--- src/rtl/tmds_pkg.sv ---
// Shared types, control-period tokens and helpers for the TMDS channel encoder.
package tmds_pkg;

  typedef logic [9:0] tmds_sym_t;
  typedef logic [8:0] qm_t;

  localparam tmds_sym_t CTRL_TOKEN_00 = 10'b1101010100;
  localparam tmds_sym_t CTRL_TOKEN_01 = 10'b0010101011;
  localparam tmds_sym_t CTRL_TOKEN_10 = 10'b0101010100;
  localparam tmds_sym_t CTRL_TOKEN_11 = 10'b1010101011;

  function automatic logic [3:0] ones8(input logic [7:0] v);
    logic [3:0] sum;
    sum = 4'd0;
    for (int i = 0; i < 8; i++) begin
      sum = sum + {3'b000, v[i]};
    end
    return sum;
  endfunction

endpackage

--- src/rtl/TM_Choice.sv ---
// Transition-minimisation stage: maps a pixel byte to the 9-bit q_m word.
module TM_Choice
  import tmds_pkg::*;
(
  input  logic [7:0] i_data,
  output qm_t        o_qm
);

  logic [3:0] n1;
  logic       use_xnor;
  logic [7:0] q;

  always_comb begin
    n1       = ones8(i_data);
    // Ties (four ones) break on bit 0 so the choice is deterministic.
    use_xnor = (n1 > 4'd4) || ((n1 == 4'd4) && !i_data[0]);
    q        = '0;
    q[0]     = i_data[0];
    for (int i = 1; i < 8; i++) begin
      q[i] = use_xnor ? ~(q[i-1] ^ i_data[i]) : (q[i-1] ^ i_data[i]);
    end
    o_qm = {~use_xnor, q};
  end

endmodule

--- src/rtl/tmds_encoder.sv ---
// Registered TMDS channel encoder: transition minimisation, DC balancing and
// control-period tokens, two-cycle latency.
module tmds_encoder
  import tmds_pkg::*;
#(
  parameter int CNT_W = 5
) (
  input  logic       i_clk,
  input  logic       i_rst_n,
  input  logic [7:0] i_data,
  input  logic [1:0] i_ctrl,
  input  logic       i_de,
  output logic [9:0] o_tmds
);

  localparam logic signed [CNT_W-1:0] ZERO = '0;
  localparam logic signed [CNT_W-1:0] TWO  = CNT_W'(2);

  qm_t        qm_comb;
  qm_t        qm_r;
  logic       de_r;
  logic [1:0] ctrl_r;

  logic signed [CNT_W-1:0] cnt;
  logic signed [CNT_W-1:0] cnt_next;
  logic signed [CNT_W-1:0] n1;
  logic signed [CNT_W-1:0] n0;
  logic signed [CNT_W-1:0] bal;
  logic signed [CNT_W-1:0] two_q8;
  logic signed [CNT_W-1:0] two_nq8;
  logic [3:0]              ones;
  tmds_sym_t               sym_next;

  TM_Choice u_tm_choice (
    .i_data (i_data),
    .o_qm   (qm_comb)
  );

  always_ff @(posedge i_clk or negedge i_rst_n) begin
    if (!i_rst_n) begin
      qm_r   <= '0;
      de_r   <= 1'b0;
      ctrl_r <= 2'b00;
    end else begin
      qm_r   <= qm_comb;
      de_r   <= i_de;
      ctrl_r <= i_ctrl;
    end
  end

  always_comb begin
    ones     = ones8(qm_r[7:0]);
    n1       = $signed(CNT_W'(ones));
    n0       = $signed(CNT_W'(4'd8 - ones));
    bal      = n1 - n0;
    two_q8   = qm_r[8] ? TWO : ZERO;
    two_nq8  = qm_r[8] ? ZERO : TWO;
    sym_next = CTRL_TOKEN_00;
    cnt_next = ZERO;
    if (!de_r) begin
      // Blanking always restarts disparity so each active run begins balanced.
      cnt_next = ZERO;
      unique case (ctrl_r)
        2'b00:   sym_next = CTRL_TOKEN_00;
        2'b01:   sym_next = CTRL_TOKEN_01;
        2'b10:   sym_next = CTRL_TOKEN_10;
        default: sym_next = CTRL_TOKEN_11;
      endcase
    end else if ((cnt == ZERO) || (bal == ZERO)) begin
      sym_next = {~qm_r[8], qm_r[8], qm_r[8] ? qm_r[7:0] : ~qm_r[7:0]};
      cnt_next = qm_r[8] ? (cnt + bal) : (cnt - bal);
    end else if (((cnt > ZERO) && (bal > ZERO)) || ((cnt < ZERO) && (bal < ZERO))) begin
      sym_next = {1'b1, qm_r[8], ~qm_r[7:0]};
      cnt_next = cnt + two_q8 - bal;
    end else begin
      sym_next = {1'b0, qm_r[8], qm_r[7:0]};
      cnt_next = cnt + bal - two_nq8;
    end
  end

  always_ff @(posedge i_clk or negedge i_rst_n) begin
    if (!i_rst_n) begin
      cnt    <= ZERO;
      o_tmds <= CTRL_TOKEN_00;
    end else begin
      cnt    <= cnt_next;
      o_tmds <= sym_next;
    end
  end

endmodule

--- config.mk ---
export PLATFORM = sky130hd
export DESIGN_NAME = tmds_encoder
export DESIGN_NICKNAME = d
export VERILOG_FILES = /design/src/rtl/tmds_pkg.sv /design/src/rtl/TM_Choice.sv /design/src/rtl/tmds_encoder.sv
export SDC_FILE = /design/constraint.sdc
export NUM_CORES = 1
export LEC_CHECK = 0
export CAP_MARGIN = 10
export CORE_MARGIN = 10
export CORE_UTILIZATION = 56
export CTS_BUF_LIST = sky130_fd_sc_hd__clkbuf_8
export DETAILED_ROUTE_END_ITERATION = 12
export PLACE_DENSITY_LB_ADDON = 0.25
export SETUP_SLACK_MARGIN = 0.15
export SYNTH_ARGS = -nofsm -noshare
export SYNTH_HDL_FRONTEND = slang
export SYNTH_SLANG_ARGS = --single-unit
--- constraint.sdc ---
create_clock -name i_clk -period 10.6 [get_ports i_clk]
set_clock_uncertainty 0.2 [all_clocks]
set_input_delay 1.06 -clock i_clk [delete_from_list [all_inputs] [get_ports i_clk]]
set_output_delay 1.06 -clock i_clk [all_outputs]
set_load 0.02 [all_outputs]
# Word-level counts from Yosys, hierarchy flattened
# Index checks and enable logic that the tools add are counted.
[totals]
ff_bits = 27
out_inout_bits = 10
inputBits = 13
elab_cells = 79
[classes]
eq_ne = 3
n_lt_le_gt_ge = 5
bitwise_logic = 17
mux = 18
addsub = 21
n_reduce_logical = 10
[op_table]
columns = ["operator", "n"]
rows = [
  ["4-bit by 1-bit adder with 4-bit output", 10],
  ["10-bit 2-to-1 mux", 3],
  ["10-bit one-hot mux with 3 select lines", 1],
  ["5-bit 2-to-1 mux", 4],
  ["5-bit subtractor", 3],
  ["5-bit by 1-bit > comparator with 1-bit output (second input constant)", 2],
  ["5-bit zero test", 2],
  ["5-bit by 1-bit less-than comparator with 1-bit output (second input constant)", 2],
  ["1-bit inverter", 9],
  ["8-bit 2-to-1 mux", 1],
  ["8-bit inverter", 1],
  ["1-bit 2-to-1 mux", 7],
  ["1-bit XOR", 7],
  ["5-bit by 3-bit adder with 5-bit output", 1],
  ["5-bit adder", 1],
  ["4-bit by 4-bit subtractor with 5-bit output (first input constant)", 1],
  ["5-bit by 3-bit subtractor with 5-bit output", 1],
  ["1-bit by 1-bit adder with 2-bit output", 2],
  ["3-bit by 1-bit adder with 4-bit output", 1],
  ["4-bit by 3-bit == test with 1-bit output (second input constant)", 1],
  ["4-bit by 3-bit > comparator with 1-bit output (second input constant)", 1],
  ["2-bit 2-to-1 mux", 2],
  ["2-bit by 1-bit adder with 3-bit output", 1],
  ["1-bit logical AND", 3],
  ["other kinds (5)", 7],
]

# Depth between registers and ports, before layout
# Gate-level depths: netlist of the first run.
[depth]
depth_word = 29
ltp_mapped = 16
depth_no_buf = 16

# By module
# Synthesis of the first run repeated with hierarchy kept, for this count alone.
[hier_totals]
hier_cells = 195
hier_area_um2 = 2084.5
[modules_own_cells]
columns = ["module", "instances", "area_each_um2", "cells_per_inst", "seq_area_each_um2"]
rows = [
  ["tmds_encoder", 1, 1774.2, 166, 656.9],
  ["TM_Choice", 1, 310.3, 29, 0.0],
]

# Worst setup path after synthesis of the first run
# Ideal clock, no wire load.
[synth_path]
path_type = "register to register"
from = "register qm_r[0]"
to = "register cnt[4]"
t_arrival_ns = 4.468
path_stages_with_launch = 17
synth_period_minus_slack_ns = 4.748
path_slack_ns = 5.852
cell_sequence = "dfrtp_1 fa_1 inv_1 fa_1 fa_1 inv_1 ha_1 fa_1 xnor2_1 inv_1 ha_1 a211oi_1 a221o_1 a22oi_1 or4_1 o311ai_2 mux2i_1"
[synth_between]
elab_chain_cells = 15
word_cells_on_any_way = 24
classes_between = "add/sub: 13; order compare: 2; mux: 4; reduce/logical: 5"
[synth_lines]
columns = ["item", "line", "rtl"]
rows = [
  ["from (decl)", "tmds_encoder.sv:20", "qm_t qm_r;"],
  ["from (signal assigned)", "tmds_encoder.sv:45", "qm_r <= qm_comb;"],
  ["1-bit by 1-bit adder with 2-bit output (*)", "tmds_pkg.sv:16", "sum = sum + {3'b000, v[i]};"],
  ["2-bit by 1-bit adder with 3-bit output (*)", "tmds_pkg.sv:16", ""],
  ["3-bit by 1-bit adder with 4-bit output (*)", "tmds_pkg.sv:16", ""],
  ["4-bit by 1-bit adder with 4-bit output (*) (4 in a row)", "tmds_pkg.sv:16", ""],
  ["4-bit by 4-bit subtractor with 5-bit output", "tmds_encoder.sv:54", "n0 = $signed(CNT_W'(4'd8 - ones));"],
  ["5-bit subtractor (*)", "tmds_encoder.sv:55", "bal = n1 - n0;"],
  ["parallel branches: the longest is 4 deep, another holds 5-bit adder", "--", ""],
  ["5-bit 2-to-1 mux (*)", "tmds_encoder.sv:69", "end else if ((cnt == ZERO) || (bal == ZERO)) begin"],
  ["5-bit 2-to-1 mux (*)", "tmds_encoder.sv:60", "if (!de_r) begin"],
  ["named net cnt_next[4]", "tmds_encoder.sv:25", "logic signed [CNT_W-1:0] cnt_next;"],
  ["to (signal assigned)", "tmds_encoder.sv:86", "cnt <= cnt_next;"],
  ["to (decl)", "tmds_encoder.sv:24", "logic signed [CNT_W-1:0] cnt;"],
]
# Mark *: on every way through the listed nets, which the timed path passes.

# Worst setup path in the final report of the first run
# Ends and elaborated chain as after synthesis.

==> flow_metrics.py, run 1 <==
metrics = {
    "outcome": {
        "outcome": "complete, no violations",
    },
    "floorplan": {
        "core-area_um2": 3390,
        "std_cell_rows": 21,
        "initial_core_util_pct": 59.2,
        "die_x_um": 79.8,
        "die_h_um": 79.8,
        "die_area_um2": 6380,
        "ios": 23,
    },
    "sta": {
        "setup_tns_ps": 0,
        "clock.fmax_mhz": 195,
        "max-slew-margin-rel_pct": 58.7,
        "min_period_over_period_pct": 48.3,
        "grt_setup_unrepaired": "no",
        "worst_slew_pin_slew_ps": 614,
        "setup_viol": 0,
        "slew_violations": 0,
        "hold_viol_final": 0,
        "min_period_ps": 5120,
    },
    "clock_tree": {
        "cts_resized": 0,
        "clk_latency_ps": 260,
        "cts_tree": "done",
        "path_clk_slew_ps": 80,
        "clk_path_buf_depth": 2,
        "cts-root-buf": "clkbuf_8",
        "ctsHoldBuffers": 0,
        "clock-sinks": 26,
        "h-tree-depth": 1,
        "numCtsBuffers": 3,
        "postCtsSetupBuffers": 0,
    },
    "placed_design": {
        "hpwl_mm": 3.25,
        "dp_cells": 255,
        "dpl-instance-area_um2": 2270,
        "port_buffers": 22,
        "gp_congestion": 0.897,
    },
    "synthesis": {
        "syn_nets": 237,
        "ys_types": 43,
        "postSynthCellCount": 189,
        "async_flop_share_pct": 100,
        "synth_common_cells": "29 x inv_1, 23 x ha_1, 21 x dfrtp_1, 21 x xnor2_1, 14 x a21oi_1",
        "ys_seq_area_share_pct": 32.8,
        "synth_ff_type": "dfrtp_1",
        "synth_compound_area_share_pct": 14.5,
        "synth_xor_area_share_pct": 10.9,
        "synth_area_per_cell_um2": 10.6,
        "yosysTopAreaCell": "dfrtp_1",
        "synth.most_common_cell": "inv_1",
        "synth-adder-area-share_pct": 26.3,
        "synth_mux_area_share_pct": 0.499,
        "synth_edf_count": 0,
        "synth_warnings": 0,
        "synthesis.area_um2": 2010,
        "synth_simple_gate_area_share_pct": 8.30,
        "synth_area_leaders": "dfrtp_1 26%, ha_1 14%, fa_1 12%, xnor2_1 9.2%, dfstp_2 6.6%",
        "synth-seq-cells": 26,
        "synth_top_family_by_area": "adder cells",
        "synth_top_area_share_pct": 26.2,
    },
    "worst_hold_path": {
        "hold-path-cell-count": 2,
        "holdCritPathClass": "reg2reg",
        "hold_end": "o_tmds[6]$_DFF_PN1_",
        "min_from": "qm_r[6]$_DFF_PN0_",
    },
    "grt": {
        "overflow": 0,
        "first_global_vias": 1542,
        "antenna_found_initial": 0,
        "grt_max_degree": 21,
        "grt_pass1_wl_mm": 6.69,
        "grt_use_total_pct": 12.6,
    },
    "worst_setup_path": {
        "slowest_delay_ps": 540,
        "cp-start-kind": "flip-flop",
        "worstPathRequired_ps": 10590,
        "r2r_end": "cnt[4]$_DFF_PN0_",
        "rr_worst_depth": 16,
        "crit_top_cell": "fa_1",
        "critPathArrivalTime_ps": 5110,
        "cp_max_fo": 7,
        "r2r_start": "qm_r[0]$_DFF_PN0_",
        "cp_cell_sequence": "fa_1 > inv_1 > fa_1 > fa_1 > inv_1 > ha_1 > fa_1 > xnor2_1 > inv_1 > ha_1 > a211oi_1 > a221o_1 > a22oi_1 > or4_1 > o311ai_2 > mux2i_1",
        "path_class": "reg2reg",
        "crit_slowest_cell": "fa_1",
        "cp-end-kind": "flip-flop",
        "r2r_setup_slack_ps": 5480,
    },
    "route": {
        "wire_per_inst_um": 14.7,
        "drt_wl_total_mm": 3.81,
        "drt-initial-drc-count": 55,
        "vias": 1386,
        "vias_per_cell": 5.35,
        "drc": 0,
        "drt_pass1_iterations": 4,
        "ant_nets": 0,
    },
    "final_layout": {
        "area_growth_pct": 16.8,
        "fillCellCount": 248,
        "final_area_um2": 2340,
        "drive_above_1_share_pct": 9.39,
        "instances_no_fill": 259,
        "diodes": 0,
        "utilization_pct": 69.1,
        "regArea_um2": 657,
        "multiInputGateArea_um2": 1210,
        "num-nets-final": 262,
    },
    "flow_run": {
        "cap_violations": 0,
    },
}
## registers in the layout (all words and copies together) (netlist names)
signal and cells:
de_r 1, cnt 4, o_tmds 10, ctrl_r 2, qm_r 9
## worst max path at each step
| stage | start | to | slack, ps |
|---|---|---|---|
| CTS | qm_r[0]$_DFF_PN0_ | cnt[4]$_DFF_PN0_ | 5460 |
| global route | qm_r[0]$_DFF_PN0_ | cnt[4]$_DFF_PN0_ | 5170 |
| floorplan | qm_r[0]$_DFF_PN0_ | cnt[4]$_DFF_PN0_ | 5850 |
| finish | qm_r[0]$_DFF_PN0_ | cnt[4]$_DFF_PN0_ | 5480 |
| detailed placement | i_data[0] | qm_r[7]$_DFF_PN0_ | 5300 |
| global placement | i_data[0] | qm_r[7]$_DFF_PN0_ | 5540 |
## placed cells by master (no fill, tap or decap), types with 3 or more instances in the layout
cell type        netlist  final
inv_1                 29     29
ha_1                  23     23
clkdlybuf4s50_1        0     22
xnor2_1               21     21
dfrtp_1               21     21
a21oi_1               14     14
fa_1                  12     12
o21ai_0                7      7
nand2_1                7      7
dfstp_2                5      5
xor2_1                 4      4
nor2_1                 4      4
o211ai_1               3      3
clkbuf_8               0      3
## cells by family (layout without fill, tap and decap cells)
logic type | after synthesis | in the layout
fa+ha+maj | 35 | 35
xor+xnor | 25 | 25
buf+inv | 34 | 58
simple gates | 29 | 29
flops | 26 | 26
compound gates | 39 | 39
mux | 1 | 1
## metrics by stage
step                      setup WS (ps)  hold slack (ps)
after floorplan                    5850              311
after global placement             5540              346
after detailed placement           5300              358
after CTS                          5460              375
after global routing               5170              397
final                              5480              378
## layer usage
layer	vias to the layer above	wire length, µm	track usage (%)
met5	-	0	0
met4	0	44	2.99
met3	4	189	2.25
met2	29	1920	22.2
met1	675	1660	15.5
li1	678	-	-
## cell type report
cell class / instances / area share (%)
clock buffer: 3 / 1.76
clock inverter: 1 / 1.28
inverter: 31 / 4.97
multi-input combinational: 129 / 51.8
sequential: 26 / 28.0
tap: 46 / 2.46
timing repair buffer: 23 / 9.72
## worst max-delay path, delay by kind of cell (launching register included)
family | cells | cell delay, ps
mux | 1 | 210
flops | 1 | 430
xor+xnor | 1 | 360
buf+inv | 3 | 200
fa+ha+maj | 6 | 2520
compound gates | 4 | 700
simple gates | 1 | 430
Power of run 1 is not shown: default switching activity piles up to over one toggle a cycle in this logic, so the estimate is an artifact.
==> run 2: changes to the inputs <==
Settings changed: CORE_UTILIZATION 56 to 53.
Clock period 10.6 ns to 4.22 ns, I/O delays scaled along.
==> run 2 against run 1 <==
Against the previous run: the run now ends with negative setup slack left; critical path depth shrank 1; highest routed layer unchanged; fmax up 7.2%; routed wire length rose by 33%; die area increased by 4.2%; clock-buffer cell count unchanged; worst hold slack got worse by 150 ps.
==> flow_metrics.py, run 2 (synthesis gave the netlist of run 1 again) <==
metrics = {
    "sta": {
        "min_period_over_period_pct": 113,
        "grt_setup_unrepaired": "yes",
        "setup_viol": 13,
        "clock.fmax_mhz": 210,
        "max-slew-margin-rel_pct": 58.4,
        "setup_tns_ps": -3750,
        "slew_violations": 0,
        "holdWs_ps": 224,
        "hold_viol_final": 0,
        "finalWorstSetupSlack_ps": -552,
        "worst_slew_pin_slew_ps": 624,
        "min_period_ps": 4770,
    },
    "route": {
        "ant_nets": 0,
        "drt_wl_total_mm": 5.06,
        "vias_per_cell": 5.28,
        "drt-initial-drc-count": 100,
        "drc": 0,
        "drt_pass1_iterations": 4,
        "wire_per_inst_um": 16.8,
        "vias": 1596,
    },
    "clock_tree": {
        "cts-root-buf": "clkbuf_8",
        "numCtsBuffers": 3,
        "clk_path_buf_depth": 2,
        "cts_tree": "done",
        "clk_latency_ps": 270,
        "path_clk_slew_ps": 90,
        "clock-sinks": 26,
        "h-tree-depth": 1,
    },
    "grt": {
        "grt_use_total_pct": 15.7,
        "grt_pass1_wl_mm": 8.08,
        "globalRouteMet3Util_pct": 2.18,
        "grtUsageMet1_pct": 19.1,
        "grt_max_degree": 27,
        "grt_busiest_layer": "met2",
        "antenna_found_initial": 0,
        "first_global_vias": 1673,
        "overflow": 0,
        "use_met2_pct": 27.9,
    },
    "final_layout": {
        "top_regs": "o_tmds (10), qm_r (9), cnt (4)",
        "fillCellCount": 214,
        "num-nets-final": 303,
        "area_growth_pct": 45.1,
        "multiInputGateArea_um2": 1430,
        "drive_above_1_share_pct": 35.8,
        "mostFrequentLayoutCells": "38 x buf_4, 26 x inv_1, 21 x dfrtp_1",
        "regMostFlops": "o_tmds",
        "regArea_um2": 657,
        "instances_no_fill": 302,
        "final_common_cell": "buf_4",
        "largest_reg_flops": 10,
        "diodes": 0,
    },
    "floorplan": {
        "die_area_um2": 6640,
        "ios": 23,
        "std_cell_rows": 22,
        "core-area_um2": 3660,
        "initial_core_util_pct": 54.8,
        "die_x_um": 81.5,
        "die_h_um": 81.5,
    },
    "placed_design": {
        "pre_cts_ws_ps": -500,
        "hpwl_mm": 3.96,
        "port_buffers": 22,
        "gp_congestion": 0.842,
        "dp_cells": 292,
    },
    "outcome": {
        "violations": "negative setup slack",
        "outcome": "complete, but fails checks",
    },
    "worst_setup_path": {
        "path_class": "reg2reg",
        "critPathArrivalTime_ps": 4770,
        "cp-start-kind": "flip-flop",
        "cp-end-kind": "flip-flop",
        "r2r_setup_slack_ps": -550,
        "cp_max_fo": 3,
        "worstPathRequired_ps": 4220,
    },
    "worst_hold_path": {
        "holdCritPathClass": "in2async",
    },
    "flow_run": {
        "cap_violations": 0,
    },
}
[run 2: routing by layer]
layer | share of wire [%] | up-vias
met2 | 51 | 50
met3 | 5.9 | 6
met4 | 1.3 | 0
li1 | - | 756
met5 | 0 | -
met1 | 41 | 784
[run 2: timing repair]
item	4_1_cts	5_1_grt
resized for setup	16	16
setup buffers	2	3
setup endpoints to repair	14	17
cloned	0	0
hold buffers	0	0
pin swaps	5	10
[run 2: worst paths after layout]
kind                              startpoint                   to  depth (start not counted)
min reg2reg                qm_r[6]$_DFF_PN0_  o_tmds[6]$_DFF_PN1_                          2
min in group i_clk                 i_data[0]    qm_r[0]$_DFF_PN0_                          2
max in group asynchronous            i_rst_n  o_tmds[6]$_DFF_PN1_                          2
min                                  i_rst_n  ctrl_r[0]$_DFF_PN0_                          1
max                        qm_r[0]$_DFF_PN0_     cnt[4]$_DFF_PN0_                         15
max reg2reg                qm_r[0]$_DFF_PN0_     cnt[4]$_DFF_PN0_                         15
[run 2: through the flow]
| stage | cell area, µm² | util (%) |
|---|---|---|
| after floorplan | 2080 | - |
| after global placement | 2630 | 71.8 |
| after detailed placement | 2630 | 71.8 |
| after CTS | 2780 | 75.9 |
| after global routing | 2910 | 79.5 |
| final | 2910 | 79.5 |
[run 2: area by class of cell]
type	count	area share (%)
clock inverter	1	1.03
multi-input combinational	129	49.0
inverter	31	4.00
sequential	26	22.6
timing repair buffer	64	19.9
tap	48	2.06
clock buffer	3	1.42
[run 2: worst max-delay path: stages, from the launching register on]
cell	delay (ps)
dfrtp_1	410
fa_1	540
inv_1	60
fa_1	460
fa_1	530
inv_2	60
ha_4	160
fa_2	550
inv_2	50
fa_1	530
nand2_2	80
o311ai_2	220
a22oi_1	100
or4_1	420
o311ai_2	100
mux2i_1	220
Power of run 2 is left out for the same reason.
